$ cat src/rtl/cla_pkg.sv
// Shared sizing constants for the two-level carry-lookahead adder.
package cla_pkg;
    localparam int CLA_WIDTH   = 16;
    localparam int CLA_GROUP   = 4;
    localparam int CLA_NGROUPS = CLA_WIDTH / CLA_GROUP;
endpackage

$ cat src/rtl/cla_4_bit_slice.sv
// 4-bit carry-lookahead slice: flat lookahead carries, sum bits and group G/P terms.
module cla_4_bit_slice
    import cla_pkg::*;
(
    input  logic [CLA_GROUP-1:0] a,
    input  logic [CLA_GROUP-1:0] b,
    input  logic                 c0,
    output logic [CLA_GROUP-1:0] s,
    output logic                 g,
    output logic                 p
);
    logic [CLA_GROUP-1:0] gen;
    logic [CLA_GROUP-1:0] prop;
    logic [CLA_GROUP-1:0] c;

    assign gen  = a & b;
    assign prop = a ^ b;

    // Every carry is a two-level sum of products from c0; nothing ripples.
    assign c[0] = c0;
    assign c[1] = gen[0] | (prop[0] & c0);
    assign c[2] = gen[1] | (prop[1] & gen[0]) | (prop[1] & prop[0] & c0);
    assign c[3] = gen[2] | (prop[2] & gen[1]) | (prop[2] & prop[1] & gen[0])
                | (prop[2] & prop[1] & prop[0] & c0);

    assign s = prop ^ c;

    assign g = gen[3] | (prop[3] & gen[2]) | (prop[3] & prop[2] & gen[1])
             | (prop[3] & prop[2] & prop[1] & gen[0]);
    assign p = &prop;
endmodule

$ cat src/rtl/cla_16_bit_adder.sv
// 16-bit two-level carry-lookahead adder with a single registered output stage.
module cla_16_bit_adder
    import cla_pkg::*;
(
    input  logic                 clk,
    input  logic                 rst_n,
    input  logic [CLA_WIDTH-1:0] a,
    input  logic [CLA_WIDTH-1:0] b,
    input  logic                 cin,
    output logic [CLA_WIDTH-1:0] sum,
    output logic                 cout
);
    logic [CLA_NGROUPS-1:0] grp_g;
    logic [CLA_NGROUPS-1:0] grp_p;
    logic [CLA_NGROUPS:0]   grp_c;
    logic [CLA_WIDTH-1:0]   sum_c;

    genvar gi;
    generate
        for (gi = 0; gi < CLA_NGROUPS; gi++) begin : g_slice
            cla_4_bit_slice u_slice (
                .a  (a[gi*CLA_GROUP +: CLA_GROUP]),
                .b  (b[gi*CLA_GROUP +: CLA_GROUP]),
                .c0 (grp_c[gi]),
                .s  (sum_c[gi*CLA_GROUP +: CLA_GROUP]),
                .g  (grp_g[gi]),
                .p  (grp_p[gi])
            );
        end
    endgenerate

    // Second-level lookahead: slice carries come straight from G/P and cin.
    assign grp_c[0] = cin;
    assign grp_c[1] = grp_g[0] | (grp_p[0] & cin);
    assign grp_c[2] = grp_g[1] | (grp_p[1] & grp_g[0]) | (grp_p[1] & grp_p[0] & cin);
    assign grp_c[3] = grp_g[2] | (grp_p[2] & grp_g[1]) | (grp_p[2] & grp_p[1] & grp_g[0])
                    | (grp_p[2] & grp_p[1] & grp_p[0] & cin);
    assign grp_c[4] = grp_g[3] | (grp_p[3] & grp_g[2]) | (grp_p[3] & grp_p[2] & grp_g[1])
                    | (grp_p[3] & grp_p[2] & grp_p[1] & grp_g[0])
                    | (grp_p[3] & grp_p[2] & grp_p[1] & grp_p[0] & cin);

    always_ff @(posedge clk or negedge rst_n) begin
        if (!rst_n) begin
            sum  <= '0;
            cout <= 1'b0;
        end else begin
            sum  <= sum_c;
            cout <= grp_c[CLA_NGROUPS];
        end
    end
endmodule

$ cat config.mk
export PLATFORM = sky130hd
export DESIGN_NAME = cla_16_bit_adder
export DESIGN_NICKNAME = d
export VERILOG_FILES = /design/src/rtl/cla_pkg.sv /design/src/rtl/cla_4_bit_slice.sv /design/src/rtl/cla_16_bit_adder.sv
export SDC_FILE = /design/constraint.sdc
export NUM_CORES = 1
export LEC_CHECK = 0
export ABC_AREA = 1
export CELL_PAD_IN_SITES_DETAIL_PLACEMENT = 1
export CELL_PAD_IN_SITES_GLOBAL_PLACEMENT = 1
export CORE_MARGIN = 1.5
export CORE_UTILIZATION = 27
export DETAILED_ROUTE_END_ITERATION = 7
export GPL_ROUTABILITY_DRIVEN = 0
export PLACE_DENSITY_LB_ADDON = 0.2
export SLEW_MARGIN = 20
export SYNTH_ARGS = -nofsm -noshare
export SYNTH_HDL_FRONTEND = slang
export SYNTH_SLANG_ARGS = --single-unit
$ cat constraint.sdc
create_clock -name clk -period 0.8 [get_ports clk]
set_clock_uncertainty 0.1 [all_clocks]
set_input_delay 0.16 -clock clk [delete_from_list [all_inputs] [get_ports clk]]
set_output_delay 0.16 -clock clk [all_outputs]
set_load 0.01 [all_outputs]
==> results by group <==
Synthesis
  – Yosys top cell by area: dfrtp_1
  – Register area share after synthesis: 0.352
  – Most frequent cells after synthesis: 36 x nand2_1, 29 x inv_1, 17 x dfrtp_1, 16 x ha_1, 8 x nand2_2
  – Area fraction in compound gates after synthesis: 0.0456
  – Multiplexer area fraction after synthesis: 0
  – Cell Area, Synth: 1210 µm²
  – Synth Register Bits: 17
  – Main combinational cell family by area after synthesis: adder cells
  – Netlist cell types: 19
  – Gate Count Post-Synth: 143
  – Post-synth EDFFs: 0
  – Top post-synthesis cells by area: dfrtp_1 35%, ha_1 17%, nand2_1 11%
  – Syn_area_per_cell: 8.44 µm²
  – Post-Synth Adder-Cell Area: 0.232
  – Syn nets: 198
  – Ys async rst share: 1.00
  – Yosys warnings: 0
  – Top-count cell post-synth: nand2_1
  – Synth Area in XOR/XNOR: 0.0508
  – Simple-gate share of the synthesized area: 0.229
  – Synth top area share: 0.352
  – Main synth FF type: dfrtp_1

Pwr
  – Flop pwr share: 0.320
  – Pleak: 0.00120 µW
  – Power per standard cell area: 1440 nW/µm²
  – Switching power: 1110 µW
  – Int Power: 2240 µW
  – Power share of the combinational group: 0.485
  – Overall Power: 3350 µW
  – VDD IR max: 0.000578 V
  – Net Sw Frac: 0.331
  – Clk pwr share: 0.195

Timing
  – Worst slew pin tran: 0.318 ns
  – Min cycle time layout: 1.58 ns
  – Final Hold Viols: 0
  – WHS: 0.132 ns
  – Max-slew violations: 0
  – Final setup margin: -0.780 ns
  – RSZ-0062 raised after global routing: yes
  – Worst rel slew slack: 0.788
  – Setup_tns: -12.40 ns
  – Fmax: 633 MHz
  – Tcrit/Tclk final: 1.98
  – Final setup viols: 33

Detailed routing
  – Vias per inst: 4.44
  – DRT Pass-1 Iters: 2
  – Iteration-0 DRC count of the detailed router: 10
  – Routed Antenna Nets: 0
  – WL final: 3830 µm
  – Drc violations: 0
  – Via count: 1252
  – Wirelength per Cell: 13.6 µm

Layout
  – P&R area growth vs syn: 92.1%
  – Antenna cells: 0
  – Layout cells sized above 1: 0.583
  – Nets@finish: 286
  – Final core occ: 0.536

GRT
  – Vias in the first global route: 1369
  – First-pass GRT wire length: 6110 µm
  – Remaining Overflow, GRT: 0
  – Initial antenna violation count: 0
  – Tot GR Track Use: 0.158
  – Largest net degree at the start of global routing: 18

Critical path
  – Slowest CP cell: fa_2
  – Worst path bufs/invs: 3
  – CP most frequent cell: nand2_1
  – Critical path's largest stage delay: 0.52 ns
  – Delay-heaviest family, CP: adder cells
  – Crit path launch type: primary input
  – CP cell instances: buf_2, ha_4, nand2_1, nand2_2, nand2_1, nand2_1, a21oi_2, nand2_4, inv_2, fa_2, inv_2
  – WP data arrival: 1.63 ns
  – CP Capture Type: register
  – Worst Path Required: 0.85 ns
  – Critical Path Fanout Max: 3
  – Crit Path Category: in2reg

Clock tree
  – CTS buffer count: 3
  – Worst-path clk slew: 0.07 ns
  – Bufs on Longest Clock Path: 2
  – Clock sink count: 17
  – CTS tree: built
  – H-tree depth: 1
  – Root buffer cell: clkbuf_8

Placement
  – Port Buffer Count: 51
  – DP Wirelength: 2900 µm
  – Pre-CTS setup slack: -1.40 ns

Floorplan
  – I/O pins: 52
  – Core box area: 4320 µm²
  – Die H: 69.9 µm
  – Initial Utilization: 0.279
  – Die X: 69.9 µm
  – Row cnt: 24
  – Die footprint: 4880 µm²

Flow run
  – Maxcap violations: 0

Outcome
  – Status: finished, violations left
  – Violated checks: setup timing

Min path
  – HP Class: in2async
[flip-flops by register name, indices dropped and copies added (netlist names)]
signal / flops
sum: 16
cout: 1
[layout make-up]
type                    count  area (µm²)
well taps                  52        65.1
repair buffers             83         673
flip-flops and latches     17         425
inverters                  29         116
multi-input cells          97         993
fillers                   511        2000
clock inverters             1        5.00
clock buffers               3        41.3
[logic make-up (layout without fill, tap and decap cells)]
logic type,after synthesis,in the layout
and+or+nand+nor,61,61
buffers and inverters,29,116
adders and majority gates,20,20
DFF,17,17
AOI/OAI and AO/OA,9,9
xor gates and xnor gates,7,7
[cells in the final DEF, fill, tap and decap left out]
cell type / instances
o21bai_1: 1
inv_1: 23
xor2_1: 3
nand3_1: 6
dlygate4sd2_1: 1
nor2_1: 3
or2_4: 1
inv_8: 1
and2_4: 2
buf_12: 1
a21oi_2: 2
clkinv_2: 1
a221oi_4: 1
a21oi_4: 1
clkbuf_8: 3
xnor2_1: 4
nand2_4: 10
nand3b_1: 1
dfrtp_1: 17
ha_1: 3
buf_6: 19
nand2_2: 13
inv_2: 5
nand2_1: 21
a21oi_1: 3
fa_2: 4
clkdlybuf4s50_1: 8
a221oi_1: 1
nor2_4: 3
and3_1: 1
buf_2: 28
ha_4: 13
buf_4: 24
buf_8: 2
[per-stage QoR]
stage | cell area [µm²] | std cells
after floorplan | 1360 | 143
after global placement | 2120 | 268
after detailed placement | 2120 | 268
after CTS | 2180 | 278
after global routing | 2320 | 282
final | 2320 | 282
[power groups by stage]
| stage | Sequential [µW] | Clock (µW) | Combinational, µW |
|---|---|---|---|
| final | 1070 | 653 | 1620 |
| after global routing | 1090 | 705 | 1770 |
| after CTS | 1070 | 666 | 1450 |
| after detailed placement | 1090 | 0 | 1460 |
| after global placement | 1080 | 0 | 1400 |
| after floorplan | 1180 | 0 | 526 |
[worst paths after layout]
path	start	endpoint	slack, ns	depth (start not counted)
max in group asynchronous	rst_n	sum[11]	0.34	2
max	a[5]	sum[12]	-0.78	11
min in group clk	a[1]	sum[1]	0.18	4
min	rst_n	sum[0]	0.13	2
[per-layer routing]
layer / global-route usage / routed length, µm
met3: 0.0245 / 164
met4: 0.0620 / 83
met1: 0.160 / 1370
met5: 0 / 0
met2: 0.316 / 2210
[repair_timing]
action	in CTS	in global routing
hold buffers	0	0
setup buffers	6	4
pin swaps	30	21
setup endpoints to repair	34	33
gates resized for setup	213	26
Power figures use the tool's default switching activity.
